File: src/rtl/output_drain_ctrl_pkg.sv
// Shared defaults, state encoding and counter sizing for the systolic-array output drain controller.
package output_drain_ctrl_pkg;

    localparam int DEF_ARRAY_HEIGHT = 8;
    localparam int DEF_ARRAY_WIDTH  = 8;
    localparam int DEF_DATA_W       = 32;
    localparam int DEF_ADDR_W       = 10;
    localparam int DEF_K_W          = 16;
    localparam int DEF_PIPE_LAT     = 2;

    typedef enum logic [2:0] {
        IDLE  = 3'd0,
        WAIT  = 3'd1,
        LOAD  = 3'd2,
        DRAIN = 3'd3,
        CLEAR = 3'd4
    } state_t;

    // One counter serves both the WAIT countdown (up to k_len + PIPE_LAT - 1)
    // and the LOAD window sweep (up to H + W - 2), so size it for the larger.
    function automatic int cnt_width(input int h, input int w, input int k_w);
        int win;
        int kw;
        win = $clog2(h + w);
        kw  = k_w + 2;
        return (win > kw) ? win : kw;
    endfunction

endpackage

File: src/rtl/output_drain_ctrl_skew_window_gen.sv
// Per-column load window: column c loads while cnt is in [c, c + HEIGHT - 1].
module output_drain_ctrl_skew_window_gen #(
    parameter int HEIGHT = 8,
    parameter int WIDTH  = 8,
    parameter int CNT_W  = 18
) (
    input  logic             active,
    input  logic [CNT_W-1:0] cnt,
    output logic [WIDTH-1:0] load_en
);

    // cnt - c wraps to a huge value when cnt < c, so a single unsigned
    // compare against HEIGHT covers both ends of the window.
    for (genvar c = 0; c < WIDTH; c++) begin : g_col
        logic [CNT_W:0] offs;
        assign offs       = {1'b0, cnt} - (CNT_W + 1)'(c);
        assign load_en[c] = active && (offs < (CNT_W + 1)'(HEIGHT));
    end

endmodule

File: src/rtl/output_drain_ctrl.sv
// Sequences skewed shift-register loads, lock-step drain into the output buffer, and clear per tile.
module output_drain_ctrl
    import output_drain_ctrl_pkg::*;
#(
    parameter int ARRAY_HEIGHT = DEF_ARRAY_HEIGHT,
    parameter int ARRAY_WIDTH  = DEF_ARRAY_WIDTH,
    parameter int DATA_W       = DEF_DATA_W,
    parameter int ADDR_W       = DEF_ADDR_W,
    parameter int K_W          = DEF_K_W,
    parameter int PIPE_LAT     = DEF_PIPE_LAT
) (
    input  logic                          clk,
    input  logic                          rst,
    input  logic                          start,
    input  logic [K_W-1:0]                k_len,
    input  logic [ADDR_W-1:0]             base_addr,
    output logic                          busy,
    output logic                          done,
    output logic [ARRAY_WIDTH-1:0]        load_en,
    output logic [ARRAY_WIDTH-1:0]        out_en,
    output logic                          sr_clr,
    input  logic [ARRAY_WIDTH*DATA_W-1:0] col_data,
    input  logic                          wr_ready,
    output logic                          wr_en,
    output logic [ADDR_W-1:0]             wr_addr,
    output logic [ARRAY_WIDTH*DATA_W-1:0] wr_data
);

    localparam int CNT_W = cnt_width(ARRAY_HEIGHT, ARRAY_WIDTH, K_W);
    localparam int ROW_W = $clog2(ARRAY_HEIGHT) + 1;
    localparam logic [CNT_W-1:0] LOAD_LAST = CNT_W'(ARRAY_HEIGHT + ARRAY_WIDTH - 2);
    localparam logic [ROW_W-1:0] ROW_LAST  = ROW_W'(ARRAY_HEIGHT - 1);

    state_t            state, state_nxt;
    logic [CNT_W-1:0]  cnt, cnt_nxt;
    logic [ROW_W-1:0]  row, row_nxt;
    logic [ADDR_W-1:0] base_q, addr_q, drain_addr;
    logic [CNT_W-1:0]  wait_init;
    logic              wait_skip;
    logic              load_active;

    assign wait_init  = CNT_W'(k_len) + CNT_W'(PIPE_LAT) - CNT_W'(1);
    assign wait_skip  = (k_len == '0) && (PIPE_LAT == 0);
    assign drain_addr = base_q + ADDR_W'(row);
    assign busy       = (state != IDLE);
    assign wr_data    = col_data;

    always_ff @(posedge clk) begin
        if (rst) begin
            state  <= IDLE;
            cnt    <= '0;
            row    <= '0;
            base_q <= '0;
            addr_q <= '0;
        end else begin
            state <= state_nxt;
            cnt   <= cnt_nxt;
            row   <= row_nxt;
            if (state == IDLE && start)
                base_q <= base_addr;
            // Outside DRAIN the address port shows the last address driven.
            if (state == DRAIN)
                addr_q <= drain_addr;
        end
    end

    always_comb begin
        state_nxt   = state;
        cnt_nxt     = cnt;
        row_nxt     = row;
        done        = 1'b0;
        sr_clr      = 1'b0;
        wr_en       = 1'b0;
        out_en      = '0;
        wr_addr     = addr_q;
        load_active = 1'b0;
        case (state)
            IDLE: begin
                if (start) begin
                    row_nxt   = '0;
                    cnt_nxt   = wait_skip ? '0 : wait_init;
                    state_nxt = wait_skip ? LOAD : WAIT;
                end
            end
            WAIT: begin
                if (cnt == '0)
                    state_nxt = LOAD;
                else
                    cnt_nxt = cnt - CNT_W'(1);
            end
            LOAD: begin
                load_active = 1'b1;
                if (cnt == LOAD_LAST) begin
                    state_nxt = DRAIN;
                    cnt_nxt   = '0;
                    row_nxt   = '0;
                end else begin
                    cnt_nxt = cnt + CNT_W'(1);
                end
            end
            DRAIN: begin
                // A stalled write must not shift, or a row would be lost.
                wr_en   = wr_ready;
                out_en  = {ARRAY_WIDTH{wr_ready}};
                wr_addr = drain_addr;
                if (wr_ready) begin
                    if (row == ROW_LAST)
                        state_nxt = CLEAR;
                    else
                        row_nxt = row + ROW_W'(1);
                end
            end
            CLEAR: begin
                sr_clr    = 1'b1;
                done      = 1'b1;
                cnt_nxt   = '0;
                row_nxt   = '0;
                state_nxt = IDLE;
            end
            default: state_nxt = IDLE;
        endcase
    end

    output_drain_ctrl_skew_window_gen #(
        .HEIGHT (ARRAY_HEIGHT),
        .WIDTH  (ARRAY_WIDTH),
        .CNT_W  (CNT_W)
    ) u_skew (
        .active  (load_active),
        .cnt     (cnt),
        .load_en (load_en)
    );

endmodule

File: config.mk
export PLATFORM = sky130hd
export DESIGN_NAME = output_drain_ctrl
export DESIGN_NICKNAME = d
export VERILOG_FILES = /design/src/rtl/output_drain_ctrl_pkg.sv /design/src/rtl/output_drain_ctrl_skew_window_gen.sv /design/src/rtl/output_drain_ctrl.sv
export SDC_FILE = /design/constraint.sdc
export NUM_CORES = 1
export LEC_CHECK = 0
export CORE_AREA = 2 2 221 223
export CTS_CLUSTER_DIAMETER = 200
export DETAILED_ROUTE_END_ITERATION = 7
export DIE_AREA = 0 0 223 225
export HOLD_SLACK_MARGIN = 0.05
export PLACE_DENSITY_LB_ADDON = 0.12
export SYNTH_ARGS = -nofsm -noshare
export SYNTH_HDL_FRONTEND = slang
export SYNTH_HIERARCHICAL = 1
export SYNTH_SLANG_ARGS = --single-unit
File: constraint.sdc
create_clock -name clk -period 4.45 [get_ports clk]
set_clock_uncertainty 0.15 [all_clocks]
set_input_delay 0.89 -clock clk [delete_from_list [all_inputs] [get_ports clk]]
set_output_delay 0.89 -clock clk [all_outputs]
set_load 0.005 [all_outputs]
==> results of run 1 <==
## cells by family after synthesis
group           count (synthesis)
compound gates                162
xor+xnor                       59
buf+inv                       335
fa+ha+maj                      14
simple gates                  283
mux                             5
flops                          45
## area by class of cell
class	count	area (µm²)
Tap cell	615	769
Clock inverter	2	35.0
Timing Repair Buffer	97	871
Clock buffer	5	125
Multi-Input combinational cell	523	3300
Inverter	18	67.6
Fill cell	5494	41500
Sequential cell	45	901
## final timing paths
check,startpoint,to,slack (ns)
max,cnt[3]$_SDFFE_PP0P_,load_en[1],0.20
min,addr_q[4]$_SDFF_PP0_,addr_q[4]$_SDFF_PP0_,0.31
max reg2reg,cnt[7]$_SDFFE_PP0P_,cnt[1]$_SDFFE_PP0P_,1.01
min reg2reg,addr_q[4]$_SDFF_PP0_,addr_q[4]$_SDFF_PP0_,0.31
## sequential cells by signal, summed over array words and instances (netlist names)
register	flops
cnt	18
row	4
state	3
addr_q	10
base_q	10
## per-layer routing
metal	global-route usage [%]	vias to the layer above	part of all wire (%)
met5	1.56	-	0.50
met4	2.23	6	1.6
met3	5.70	61	13
met2	15.3	311	44
met1	12.1	2438	42
li1	-	2436	-
## worst max-delay path: stages, from the launching register on
cell and delay, ns:
dfxtp_1 0.31, inv_1 0.12, ha_1 0.26, or3b_4 0.46, or3_4 0.40, or4_1 0.40, a211o_1 0.31, nor4_2 0.12
clkdlybuf4s50_1 0.54
## synthesized netlist by cell type (8+ instances only)
cell	count
buf_4	266
nand2_1	73
a21oi_1	49
nor2_1	48
dfxtp_1	45
xnor2_1	37
clkbuf_1	35
o21ai_0	34
nand3_1	26
nor3_1	26
nor4_1	25
xor2_1	22
inv_1	18
nand4_1	17
buf_2	13
ha_1	13
a211oi_1	10
or4_1	8
## power breakdown
group          internal, mW  leakage, nW  total [mW]  switching, mW
clock                 0.262       0.0797       0.438          0.176
combinational         0.776         1.50        2.06           1.28
sequential            0.466        0.367       0.547         0.0812
total                  1.50         1.95        3.04           1.54
## metrics by stage
step	power (mW)	worst slack, ns	hold WS [ns]
3_5_place_dp	2.62	0.403	0.304
3_3_place_gp	2.68	0.416	0.299
4_1_cts	3.08	0.0694	0.315
2_1_floorplan	2.09	0.642	0.290
5_1_grt	3.30	0.0543	0.338
6_report	3.04	0.197	0.312
==> flow_summary.ini, run 1 <==
[synthesis]
synth-xor-area-share_pct = 8.01
synth.area.mux_share_pct = 0.814
synth_fa_ha_area_share_pct = 2.83
synth_top_area_share_pct = 30.9
yosys.area.top_type = buf_4
synth_simple_gate_area_share_pct = 22.8
post_synth.cell_area_avg_um2 = 7.15
async_flop_share_pct = 0
synth.distinct_cells = 76
synth_area_leaders = buf_4 31%, dfxtp_1 14%, xnor2_1 5.0%
syn_area_um2 = 6450
synth-compound-area-share_pct = 16.3
synth_seq_area_share_pct = 14.0
synth_top_family_by_area = buffers and inverters
syn-num-nets = 1203
ys_warn_count = 6
ys_ff_latch = 45
synth-edff-count = 0
syn_inst = 903
ys.flop_type = dfxtp_1

[detailed_routing]
ant_nets = 0
dr_total_vias = 5252
drtIter0Drc = 299
wirelength_mm = 26.1
wl_per_cell_um = 20.0
post-route-drc-count = 0
detail_route.vias_per_cell = 4.02
dr.pass1.iters = 4

[clock_tree]
cts_hold_buf = 0
ctsResizeCount = 0
cts_buffer_depth = 2
cts_setup_buffers = 0
clk_pin_slew_ns = 0.07
cts_num_sinks = 45
numCtsBuffers = 5
clockRootBuffer = clkbuf_16
clock_latency_ns = 0.30
cts_tree = yes
cts-htree-levels = 2

[finish]
layout_common_cells = 73 x nand2_1, 58 x clkdlybuf4s50_1, 49 x a21oi_1
fin_area_um2 = 6070
post-route-util_pct = 12.8
fin_nets = 990
layout_commonest_cell = nand2_1
finalNonFillerCells = 1305
drive_gt1_share_pct = 10.3
diodes = 0
area_growth_pct = -5.97

[min_path]
min_path_type = register to register
holdPathStages = 2

[grt]
track_usage_pct = 10.0
grt_max_degree = 36
first_global_vias = 5379
overflow = 0
grt_antenna_before_repair = 1
grt_pass1_wl_mm = 37.7

[sta]
worst_pin_slew_ns = 0.837
report.final.slew_viol_count = 0
max_freq_mhz = 235
fin_crit_ns = 4.25
finalSetupViolCount = 0
finalHoldViolCount = 0
slew-limit-headroom_pct = 43.8
final.setup.tns_ns = 0
period_share_pct = 95.6
rsz0062_at_grt = no

[setup_path]
cp-end-kind = output port
startpoint_type = register
reg2regPathDepth = 8
crit_arrival_ns = 3.21
cp_data_required_time_ns = 3.41
critPathKind = register to output port
critPathMaxFanout = 7

[outcome]
outcome = finished clean

[placement]
place_hpwl_mm = 20.5
place_inst = 1298
portBuffers = 59
placed_area_um2 = 5900
gp_congestion = 0.766

[flow_run]
cap_violations = 0

[power]
ir_drop_uv = 132
power_density_nw_per_um2 = 502
p_leak_nw = 1.95

[floorplan]
die_h_um = 225
die-area_um2 = 50200
coreArea_um2 = 47500
die_w_um = 223
rows = 80
ios = 572
start_util_pct = 13.6
Power figures use the tool's default switching activity.
==> inputs of run 2 (changes only) <==
--- a/config.mk
+++ b/config.mk
@@ -5,10 +5,11 @@
 export SDC_FILE = /design/constraint.sdc
 export NUM_CORES = 1
 export LEC_CHECK = 0
-export CORE_AREA = 2 2 221 223
+export CORE_AREA = 2 2 222 224
 export CTS_CLUSTER_DIAMETER = 200
+export CTS_CLUSTER_SIZE = 10
 export DETAILED_ROUTE_END_ITERATION = 7
-export DIE_AREA = 0 0 223 225
+export DIE_AREA = 0 0 224 226
 export HOLD_SLACK_MARGIN = 0.05
 export PLACE_DENSITY_LB_ADDON = 0.12
 export SYNTH_ARGS = -nofsm -noshare
==> run 2 against run 1 <==
Effect of this change: via count grew 1.3%; clock power grew 5.7%; count of clock-buffer cells in the layout grew 1; die area grew 0.89%; non-clock buffer count shrank 3; fmax grew 0.85%; worst setup slack gained 0.036 ns; critical path type unchanged; largest cell class unchanged.
==> flow_summary.ini, run 2 (synthesized netlist as in run 1, its figures left out) <==
[placement]
place_ws_ns = 0.372
place_hpwl_mm = 20.5
place_inst = 1302
portBuffers = 59
gp_congestion = 0.747

[clock_tree]
cts_buffer_depth = 2
numCtsBuffers = 5
cts_num_sinks = 45
cts-htree-levels = 2
clockRootBuffer = clkbuf_16
clk_pin_slew_ns = 0.07
clock_latency_ns = 0.30
cts_tree = yes
cts_setup_buffers = 0

[setup_path]
critPathKind = register to output port
cp-end-kind = output port
startpoint_type = register
cp_data_required_time_ns = 3.41
critPathMaxFanout = 33
r2r-start = cnt[1]$_SDFFE_PP0P_
crit_start = cnt[3]$_SDFFE_PP0P_
r2r_slack_ns = 1.20
reg2reg_to = cnt[6]$_SDFFE_PP0P_
crit_arrival_ns = 3.18
reg2regPathDepth = 10

[floorplan]
rows = 81
die_h_um = 226
coreArea_um2 = 48300
die-area_um2 = 50600
die_w_um = 224
start_util_pct = 13.3
ios = 572

[sta]
report.final.slew_viol_count = 0
finalSetupViolCount = 0
final.setup.tns_ns = 0
finalHoldViolCount = 0
slew-limit-headroom_pct = 34.9
max_freq_mhz = 237
layout_setup_ws_ns = 0.233
fin_crit_ns = 4.22
period_share_pct = 94.8
worst_pin_slew_ns = 0.971
whs_ns = 0.313
rsz0062_at_grt = no

[detailed_routing]
wl_per_cell_um = 20.2
wirelength_mm = 26.5
detail_route.vias_per_cell = 4.06
post-route-drc-count = 0
dr.pass1.iters = 5
dr_total_vias = 5320
ant_nets = 0
drtIter0Drc = 327

[finish]
area_growth_pct = -5.60
largest_reg_flops = 18
drive_gt1_share_pct = 10.0
top_register = cnt
layout_common_cells = 73 x nand2_1, 58 x clkdlybuf4s50_1, 49 x a21oi_1
reg_top3 = cnt x18, addr_q x10, base_q x10
fillCellCount = 5596
fin_nets = 987
finalNonFillerCells = 1311
layout_commonest_cell = nand2_1

[grt]
overflow = 0
grt_antenna_before_repair = 7
grt_max_degree = 36
track_usage_pct = 10.1
grt_pass1_wl_mm = 37.9
first_global_vias = 5390

[power]
ir_drop_uv = 136
finalPower_mw = 3.09
power_density_nw_per_um2 = 507
p_leak_nw = 1.94

[flow_run]
cap_violations = 0

[min_path]
hold_end = base_q[3]$_SDFFE_PP0P_
worstHoldStart = base_q[3]$_SDFFE_PP0P_
holdPathStages = 2
min_path_type = register to register

[outcome]
outcome = finished clean
## run 2: power breakdown
| part | total (mW) | internal, mW | switching (mW) | leakage (nW) |
|---|---|---|---|---|
| combinational | 2.08 | 0.781 | 1.30 | 1.49 |
| clock | 0.463 | 0.281 | 0.182 | 0.0831 |
| sequential | 0.541 | 0.466 | 0.0751 | 0.367 |
| total | 3.09 | 1.53 | 1.56 | 1.94 |
## run 2: layout make-up
| cell class | instances | area, µm² | area share, % |
|---|---|---|---|
| Multi-Input combinational cell | 523 | 3310 | 54.3 |
| Sequential cell | 45 | 901 | 14.8 |
| Timing Repair Buffer | 94 | 861 | 14.1 |
| Tap cell | 622 | 778 | 12.8 |
| Clock buffer | 6 | 139 | 2.28 |
| Inverter | 18 | 67.6 | 1.11 |
| Clock inverter | 2 | 37.5 | 0.616 |
| Antenna cell | 1 | 2.50 | 0.0411 |
## run 2: worst max-delay path by stage
stage / endpoint / cells past startpoint
finish: load_en[2] / 7
global route: load_en[1] / 8
CTS: load_en[1] / 8
detailed placement: load_en[1] / 8
global placement: load_en[1] / 8
floorplan: load_en[1] / 10
## run 2: metal layers
layer / vias to the layer above / track usage, % / wire, µm
met5: - / 1.17 / 164
met2: 315 / 15.2 / 11500
met1: 2487 / 12.3 / 11100
met4: 16 / 2.77 / 524
met3: 76 / 5.40 / 3160
li1: 2426 / - / -
## run 2: worst max-delay path, cell delays in order, from the launching register on
cell and delay, ns:
dfxtp_1 0.32, buf_4 0.25, nor4_1 0.49, nand2_1 0.16, or2_2 0.33, a211o_1 0.34, nor4_1 0.40, clkdlybuf4s50_1 0.58
## run 2: metrics by stage
stage                     utilization [%]  cell area (µm²)
after floorplan                         -             6450
after global placement               12.2             5900
after detailed placement             12.2             5900
after CTS                            12.6             6070
after global routing                 12.6             6090
final                                12.6             6090
## run 2: repair_timing
action	CTS	global route
endpoints found under the setup margin	0	1
hold buffers	0	0
resized for setup	0	3
